`src/rtl/axil_cmd_master.sv`:
```
// AXI4-Lite initiator: one command in, one single-beat read or write on the bus,
// one response out. A watchdog aborts transactions to a slave that never answers.
module axil_cmd_master #(
    parameter int unsigned TIMEOUT_CYCLES = 1024
) (
    input  logic        clk,
    input  logic        rst,

    input  logic        cmd_valid,
    output logic        cmd_ready,
    input  logic        cmd_write,
    input  logic [31:0] cmd_addr,
    input  logic [63:0] cmd_wdata,
    input  logic [7:0]  cmd_wstrb,

    output logic        rsp_valid,
    input  logic        rsp_ready,
    output logic [63:0] rsp_rdata,
    output logic [1:0]  rsp_resp,
    output logic        rsp_timeout,
    output logic        busy,

    output logic [31:0] axil_awaddr,
    output logic [2:0]  axil_awprot,
    output logic        axil_awvalid,
    input  logic        axil_awready,
    output logic [63:0] axil_wdata,
    output logic [7:0]  axil_wstrb,
    output logic        axil_wvalid,
    input  logic        axil_wready,
    input  logic [1:0]  axil_bresp,
    input  logic        axil_bvalid,
    output logic        axil_bready,
    output logic [31:0] axil_araddr,
    output logic [2:0]  axil_arprot,
    output logic        axil_arvalid,
    input  logic        axil_arready,
    input  logic [63:0] axil_rdata,
    input  logic [1:0]  axil_rresp,
    input  logic        axil_rvalid,
    output logic        axil_rready
);

    typedef enum logic [2:0] {
        IDLE,
        WR_REQ,
        WR_RESP,
        RD_REQ,
        RD_RESP,
        RSP
    } state_t;

    localparam bit          WDOG_EN     = (TIMEOUT_CYCLES != 0);
    localparam logic [32:0] WDOG_LIMIT  = 33'(TIMEOUT_CYCLES);

    state_t      state_reg, state_next;
    logic        aw_done_reg, aw_done_next;
    logic        w_done_reg, w_done_next;
    logic [31:0] wd_cnt_reg, wd_cnt_next;
    logic [63:0] rdata_reg, rdata_next;
    logic [1:0]  resp_reg, resp_next;
    logic        timeout_reg, timeout_next;

    logic [31:0] addr_reg;
    logic [63:0] wdata_reg;
    logic [7:0]  wstrb_reg;

    logic        accept;
    logic        aw_hs, w_hs, b_hs, ar_hs, r_hs;
    logic        expire;

    // Every bus output is decoded from registered state only, so no AXI input
    // can reach an AXI output combinationally.
    assign cmd_ready    = (state_reg == IDLE);
    assign busy         = (state_reg != IDLE);
    assign rsp_valid    = (state_reg == RSP);
    assign rsp_rdata    = rdata_reg;
    assign rsp_resp     = resp_reg;
    assign rsp_timeout  = timeout_reg;

    assign axil_awaddr  = addr_reg;
    assign axil_araddr  = addr_reg;
    assign axil_awprot  = 3'b000;
    assign axil_arprot  = 3'b000;
    assign axil_wdata   = wdata_reg;
    assign axil_wstrb   = wstrb_reg;
    assign axil_awvalid = (state_reg == WR_REQ) && !aw_done_reg;
    assign axil_wvalid  = (state_reg == WR_REQ) && !w_done_reg;
    assign axil_bready  = (state_reg == WR_RESP);
    assign axil_arvalid = (state_reg == RD_REQ);
    assign axil_rready  = (state_reg == RD_RESP);

    assign accept = cmd_valid && cmd_ready;
    assign aw_hs  = axil_awvalid && axil_awready;
    assign w_hs   = axil_wvalid && axil_wready;
    assign b_hs   = axil_bvalid && axil_bready;
    assign ar_hs  = axil_arvalid && axil_arready;
    assign r_hs   = axil_rvalid && axil_rready;

    // The counter reaches the limit on the edge closing this cycle; a state
    // advance on that same edge takes priority over the abort.
    assign expire = WDOG_EN && (({1'b0, wd_cnt_reg} + 33'd1) >= WDOG_LIMIT);

    always_comb begin
        state_next   = state_reg;
        aw_done_next = aw_done_reg;
        w_done_next  = w_done_reg;
        wd_cnt_next  = wd_cnt_reg;
        rdata_next   = rdata_reg;
        resp_next    = resp_reg;
        timeout_next = timeout_reg;

        if (state_reg inside {WR_REQ, WR_RESP, RD_REQ, RD_RESP} && wd_cnt_reg != '1) begin
            wd_cnt_next = wd_cnt_reg + 32'd1;
        end

        case (state_reg)
            IDLE: begin
                if (cmd_valid) begin
                    state_next   = cmd_write ? WR_REQ : RD_REQ;
                    aw_done_next = 1'b0;
                    w_done_next  = 1'b0;
                    wd_cnt_next  = '0;
                end
            end
            WR_REQ: begin
                if (aw_hs) aw_done_next = 1'b1;
                if (w_hs)  w_done_next  = 1'b1;
                if ((aw_done_reg || aw_hs) && (w_done_reg || w_hs)) begin
                    state_next = WR_RESP;
                end else if (expire) begin
                    state_next = RSP;
                end
            end
            WR_RESP: begin
                if (b_hs) begin
                    state_next = RSP;
                end else if (expire) begin
                    state_next = RSP;
                end
            end
            RD_REQ: begin
                if (ar_hs) begin
                    state_next = RD_RESP;
                end else if (expire) begin
                    state_next = RSP;
                end
            end
            RD_RESP: begin
                if (r_hs) begin
                    state_next = RSP;
                end else if (expire) begin
                    state_next = RSP;
                end
            end
            RSP: begin
                if (rsp_ready) state_next = IDLE;
            end
            default: state_next = IDLE;
        endcase

        // Response fields: write completion, read completion, or watchdog abort.
        if (state_reg == WR_RESP && b_hs) begin
            resp_next    = axil_bresp;
            rdata_next   = '0;
            timeout_next = 1'b0;
        end else if (state_reg == RD_RESP && r_hs) begin
            resp_next    = axil_rresp;
            rdata_next   = axil_rdata;
            timeout_next = 1'b0;
        end else if (state_reg inside {WR_REQ, WR_RESP, RD_REQ, RD_RESP}
                     && state_next == RSP) begin
            resp_next    = 2'b11;
            rdata_next   = '0;
            timeout_next = 1'b1;
        end
    end

    always_ff @(posedge clk) begin
        if (rst) begin
            state_reg   <= IDLE;
            aw_done_reg <= 1'b0;
            w_done_reg  <= 1'b0;
            wd_cnt_reg  <= '0;
            rdata_reg   <= '0;
            resp_reg    <= 2'b00;
            timeout_reg <= 1'b0;
        end else begin
            state_reg   <= state_next;
            aw_done_reg <= aw_done_next;
            w_done_reg  <= w_done_next;
            wd_cnt_reg  <= wd_cnt_next;
            rdata_reg   <= rdata_next;
            resp_reg    <= resp_next;
            timeout_reg <= timeout_next;
        end
    end

    // Command payload is only observed while a transaction is in flight.
    always_ff @(posedge clk) begin
        if (accept) begin
            addr_reg  <= cmd_addr;
            wdata_reg <= cmd_wdata;
            wstrb_reg <= cmd_wstrb;
        end
    end

endmodule

```
`config.mk`:
```
export PLATFORM = sky130hd
export DESIGN_NAME = axil_cmd_master
export DESIGN_NICKNAME = d
export VERILOG_FILES = /design/src/rtl/axil_cmd_master.sv
export SDC_FILE = /design/constraint.sdc
export NUM_CORES = 1
export LEC_CHECK = 0
export ABC_AREA = 0
export CORE_AREA = 2 2 155 157
export CTS_CLUSTER_SIZE = 25
export DETAILED_ROUTE_END_ITERATION = 8
export DIE_AREA = 0 0 157 159
export DONT_BUFFER_PORTS = 1
export PLACE_DENSITY = 0.56
export SKIP_CTS_REPAIR_TIMING = 1
export SLEW_MARGIN = 20
export SYNTH_ARGS = -nofsm -noshare
export SYNTH_HDL_FRONTEND = slang
export SYNTH_SLANG_ARGS = --single-unit
```
`constraint.sdc`:
```
create_clock -name clk -period 7.4 [get_ports clk]
set_input_delay 1.48 -clock clk [delete_from_list [all_inputs] [get_ports clk]]
set_output_delay 1.48 -clock clk [all_outputs]
set_load 0.005 [all_outputs]
```
==> impl_metrics.yaml <==
yosys:
  netlist_top_cells_count: "213 x nand3_1, 104 x dfxtp_1, 104 x edfxtp_1, 102 x nand2_1, 75 x and3_1"
  synth_cell_types: 56
  synth_edf_count: 104
  post-synth-top-count-cell: "nand3_1"
  netlist_area_mm2: 0.00923
  yosysSeqAreaShare_pct: 56.4
  synth_ff_type: "edfxtp_1"
  ys_top_cells_by_area: "edfxtp_1 34%, dfxtp_1 23%, nand3_1 12%, and3_1 5.1%, nand2_1 4.1%"
  postSynthCellCount: 948
  avgSynthCellArea_um2: 9.74
  synth_top_area_share_pct: 33.8
  ys_seq_elements: 208
  ys_async_sr_fraction_pct: 0
  yosysWarnings: 0
  synth_area_leader_cell: "edfxtp_1"
timing:
  setup_tns_ns: 0
  final.setup.worst_slack_ns: 3.54
  finalCritPeriodShare_pct: 52.2
  setup_viol: 0
  layout_min_cycle_time_ns: 3.86
  fin_skew_ns: 0.0170
  rsz0062_at_grt: "false"
  relSlewSlack_pct: 36.8
  hold_viol_final: 0
  worstMarginPinSlew_ns: 0.948
  slew_viol_final: 0
  max_freq_mhz: 259
route:
  wl_per_cell_um: 22.2
  routed_wirelength_um: 26900
  route.detailed.drc: 0
  drtPass1Iterations: 7
  routed-via-count: 6691
  drt-initial-drc-count: 579
  ant_nets: 0
  via_per_inst: 5.52
finish:
  layout.nets: 1057
  multi_input_area_mm2: 0.00343
  drive_gt1_share_pct: 6.40
  area_growth_pct: 7.40
  seq_area_mm2: 0.00520
  nFillCells: 2242
critical_path:
  start_kind: "flip-flop"
  startpoint: "wd_cnt_reg[7]"
  critPathSlowestCell: "or4_1"
  reg2reg_depth: 9
  worstSetupPathDepth: 9
  crit_chain: "nand3_1, or4_1, or4b_1, a211oi_1, nand4_1, nor4_4, buf_4, a31oi_1, o211a_1"
  critPathCaptureType: "flip-flop"
  rr_endpoint: "rsp_timeout"
  cp_top_family: "simple AND/OR/NAND/NOR gates"
  crit_type: "reg -> reg"
  cp_data_required_time_ns: 7.82
  regToRegSetupSlack_ns: 3.54
  r2r-start: "wd_cnt_reg[7]"
  critical_path_buf_inv_count: 1
  cpPeakStageDelay_ns: 0.68
  crit_end: "rsp_timeout"
  cp_data_arrival_time_ns: 4.28
  path_max_fanout: 68
placed_design:
  post-place-ws_ns: 3.55
  hpwlAfterDp_um: 19100
  routabilityCongestion: 0.823
  port_buffers: 0
pwr:
  power_density_mw_per_mm2: 271
  intPower_mw: 2.03
  pwr-share-seq_pct: 50.6
  combPwrFrac_pct: 5.3
  p_total_mw: 2.68
  vdd_drop_max_mv: 0.121
  power_frac_clock_pct: 44.0
  switching_share_pct: 24.3
  leakage_nw: 3.70
  switchingPower_mw: 0.653
clocking:
  cts_buffers: 24
  cts.sinks: 208
  clock_latency_ns: 0.52
  clk_path_buf_depth: 3
  cts_max_level: 1
  cts_tree: "built"
  path_clk_slew_ns: 0.06
  root_buffer: "clkbuf_16"
floorplanning:
  die_area_mm2: 0.0250
  ios: 399
  die_h_um: 159
  core_mm2: 0.0232
  start_util_pct: 39.8
  fp.dieW_um: 157
  num_rows: 56
grt:
  antenna_found_initial: 4
  grt_max_degree: 130
  grt_pass1_wl_um: 39800
  grt_pass1_vias: 6340
  grt_usage_pct: 20.6
  grt-ovfl-total: 0
min_path:
  hp-class: "reg -> reg"
run:
  maxCapViolations: 0
outcome:
  outcome: "completed"
==> power groups by stage <==
| stage | Sequential (mW) | Clock, mW | Combinational (mW) |
|---|---|---|---|
| finish | 1.36 | 1.18 | 0.143 |
| global route | 1.37 | 1.26 | 0.160 |
| CTS | 1.36 | 1.22 | 0.144 |
| detailed placement | 1.39 | 0 | 0.144 |
| global placement | 1.39 | 0 | 0.145 |
| floorplan | 1.36 | 0 | 0.139 |
==> logic make-up after synthesis <==
logic type,Yosys count,share of synthesized area [%]
AOI/OAI and AO/OA,52,3.81
buffers and inverters,118,6.90
muxes,6,0.664
DFF,208,56.4
other,1,0.0406
and+or+nand+nor,525,28.5
xor gates and xnor gates,36,3.42
adders and majority gates,2,0.271
==> how the worst min path moves through the flow <==
stage                start          end  slack [ns]  depth (start not counted)
2_1_floorplan  aw_done_reg  aw_done_reg        0.46                          2
3_3_place_gp   aw_done_reg  aw_done_reg        0.48                          2
3_5_place_dp   rsp_resp[0]  rsp_resp[0]        0.49                          1
4_1_cts        rsp_resp[0]  rsp_resp[0]        0.50                          1
5_1_grt        rsp_resp[0]  rsp_resp[0]        0.51                          1
6_report       rsp_resp[0]  rsp_resp[0]        0.51                          1
==> worst reg2reg max path, delay by kind of cell (launching register included) <==
kind	cells	cell delay, ns
flops	1	0.47
compound gates	3	0.82
buf+inv	1	0.61
simple gates	5	1.86
==> stage by stage <==
| stage | area (µm²) | hold slack (ns) | cells | util (%) |
|---|---|---|---|---|
| floorplan | 9250 | 0.459 | 953 | - |
| global placement | 9110 | 0.476 | 1166 | 39.3 |
| detailed placement | 9110 | 0.489 | 1166 | 39.3 |
| CTS | 9910 | 0.503 | 1210 | 42.7 |
| global route | 9910 | 0.513 | 1211 | 42.7 |
| finish | 9910 | 0.505 | 1212 | 42.7 |
==> layer usage <==
layer	routed length (µm)	track usage, %	vias to the layer above
met5	0	0	-
met4	477	5.13	0
met3	2640	7.08	34
met2	13600	35.1	313
met1	10100	24.8	3163
li1	-	-	3181
==> cells in the final DEF (no fill, tap or decap), types with 7 or more instances in the layout <==
cell type	Yosys	routed
o21ai_0	7	7
nor2_1	61	59
buf_4	39	7
nor3_1	20	19
nand2b_1	8	8
nand4_1	12	12
edfxtp_1	104	104
and3_1	75	75
nand2_1	102	102
clkbuf_16	0	24
xor2_1	27	27
dfxtp_1	104	104
nand3_1	213	213
a21oi_1	13	13
xnor2_1	9	9
==> layout make-up <==
type	instances	share of cell area [%]
Antenna cell	2	0.0505
Sequential cell	208	52.5
Timing Repair Buffer	8	0.644
Inverter	4	0.177
Tap cell	319	4.03
Multi-Input combinational cell	627	34.6
Clock inverter	17	1.86
Clock buffer	27	6.17
Power figures use the tool's default switching activity.
==> variant: new RTL, same settings <==
`rdata_reg` no longer has a reset.
--- a/src/rtl/axil_cmd_master.sv
+++ b/src/rtl/axil_cmd_master.sv
@@ -182,7 +182,6 @@
             aw_done_reg <= 1'b0;
             w_done_reg  <= 1'b0;
             wd_cnt_reg  <= '0;
-            rdata_reg   <= '0;
             resp_reg    <= 2'b00;
             timeout_reg <= 1'b0;
         end else begin
@@ -190,10 +189,13 @@
             aw_done_reg <= aw_done_next;
             w_done_reg  <= w_done_next;
             wd_cnt_reg  <= wd_cnt_next;
-            rdata_reg   <= rdata_next;
             resp_reg    <= resp_next;
             timeout_reg <= timeout_next;
         end
+    end
+
+    always_ff @(posedge clk) begin
+        rdata_reg <= rdata_next;
     end
 
     // Command payload is only observed while a transaction is in flight.
Function: differs if rst is asserted again (counterexample within 4 cycles, from zero or initial values and one cycle with rst high); with rst held inactive, the same outputs for 4 cycles.
==> variant against the unedited design <==
  * Routed wire length shrank 24%
  * Area after synthesis is 17% lower
  * Utilization fell by 6.3 points
  * Setup slack improved by 0.33 ns
  * Sequential cell count stayed put
  * Power rose by 6.6%
  * Clock power shrank 4%
  * Final area shrank 15%
  * Synthesized cell count down 38%
  * Critical path type unchanged
  * Critical endpoint is now rsp_rdata[41]$_SDFFE_PP0P_
==> variant: results (changes against the unedited design) <==
largest net degree at the start of global routing = 90 (was 130)
synth cell count leaders = dfxtp_1 (104), edfxtp_1 (104), a22o_1 (64) (was nand3_1 (213), dfxtp_1 (104), edfxtp_1 (104))
part of the Yosys area used for sequential elements = 67.9% (was 56.4%)
outcome = complete, no violations (unchanged)
critical path fanouts, max = 67 (was 68)
NumNets Final = 737 (was 1057)
worst min path class = register to register (unchanged)
CP delay by family, top = compound AO/OA/AOI/OAI gates (was simple AND/OR/NAND/NOR gates)
initial antenna violation count = 8 (was 4)
WL final = 20500 um (was 26900 um)
first-pass GRT wire length = 29100 um (was 39800 um)
vias in the first global route = 4310 (was 6340)
final setup skew = 0.0171 ns (was 0.0170 ns)
Yosys cell types = 51 (was 56)
post-DP HPWL = 15600 um (was 19100 um)
TritonCTS Buffers = 22 (was 24)
Ys Warns = 0 (unchanged)
DR iter-0 viols = 437 (was 579)
Net Sw Frac = 23.4% (was 24.3%)
via count = 4605 (was 6691)
maximum vdd drop = 0.130 mV (was 0.121 mV)
H-tree Lvls = 1 (unchanged)
Leakage = 2.90 nW (was 3.70 nW)
Post-synth ARST share = 0% (unchanged)
Placer Congestion = 0.881 (was 0.823)
slowest CP cell = a221o_4 (was or4_1)
top post-synthesis cells by area = edfxtp_1 (41%), dfxtp_1 (27%), a22o_1 (7.3%) (was edfxtp_1 (34%), dfxtp_1 (23%), nand3_1 (12%))
Clk Latency, worst-skew pair = 0.50 ns (was 0.52 ns)
Pre-antenna DRT Iters = 4 (was 7)
total track usage = 15.5% (was 20.6%)
Main synth FF type = edfxtp_1 (unchanged)
Relative slew margins = 38.9% (was 36.8%)
CTS Root Cell = clkbuf_16 (unchanged)
share of cells above drive strength 1 = 8.44% (was 6.40%)
CP peak stage delay = 0.73 ns (was 0.68 ns)
-- variant: layout make-up --
cell class,instances,area (um2)
antenna,2,5.00
multi-input combinational,310,2030
clock inverter,9,130
clock buffer,31,628
inverter,9,36.3
sequential,208,5200
fill,2205,14700
tap,319,399
timing repair buffer,2,18.8
-- variant: cells by family after synthesis --
logic type,synth area share (%)
AO/OA/AOI/OAI,12.0
XOR/XNOR,3.20
adder cells (fa/ha/maj),0.326
buffers and inverters,6.10
flip-flops,67.9
multiplexers,0.424
other,0.0489
AND/OR/NAND/NOR,9.97
-- variant: metrics by stage --
| step | cells | setup WS [ns] | area, um2 |
|---|---|---|---|
| after floorplan | 595 | 3.33 | 7690 |
| after global placement | 848 | 3.71 | 7670 |
| after detailed placement | 848 | 3.89 | 7680 |
| after CTS | 888 | 3.85 | 8440 |
| after global routing | 890 | 3.63 | 8450 |
| final | 890 | 3.87 | 8450 |
-- variant: path summary, 6_finish.rpt --
| check | start | end | slack [ns] | cells after the start |
|---|---|---|---|---|
| min | rsp_resp[0]$_SDFFE_PP0P_ | rsp_resp[0]$_SDFFE_PP0P_ | 0.47 | 2 |
| max | wd_cnt_reg[0]$_SDFF_PP0_ | rsp_rdata[41]$_SDFFE_PP0P_ | 3.87 | 9 |
| min reg2reg | rsp_resp[0]$_SDFFE_PP0P_ | rsp_resp[0]$_SDFFE_PP0P_ | 0.47 | 2 |
| max reg2reg | wd_cnt_reg[0]$_SDFF_PP0_ | rsp_rdata[41]$_SDFFE_PP0P_ | 3.87 | 9 |
-- variant: worst reg2reg max path: cells and delay by family, from the launching register on --
family                     cells  cell delay, ns
adders and majority gates      1            0.20
and+or+nand+nor                4            1.26
DFF                            1            0.40
AOI/OAI and AO/OA              4            1.59
-- variant: power by group through the flow --
stage / Clock [W] / Combinational (W) / Sequential (W)
floorplan: 0 / 0.000177 / 0.00152
global placement: 0 / 0.000169 / 0.00158
detailed placement: 0 / 0.000177 / 0.00158
CTS: 0.00117 / 0.000180 / 0.00155
global route: 0.00122 / 0.000201 / 0.00157
finish: 0.00113 / 0.000179 / 0.00155
-- variant: metal layers --
| layer | up-vias | wire [um] | part of all wire [%] | global-route usage, % |
|---|---|---|---|---|
| li1 | 2076 | - | - | - |
| met1 | 2222 | 7360 | 36 | 17.5 |
| met2 | 259 | 10800 | 53 | 27.3 |
| met3 | 42 | 1870 | 9.1 | 5.47 |
| met4 | 6 | 406 | 2.0 | 4.67 |
| met5 | - | 41 | 0.20 | 0 |
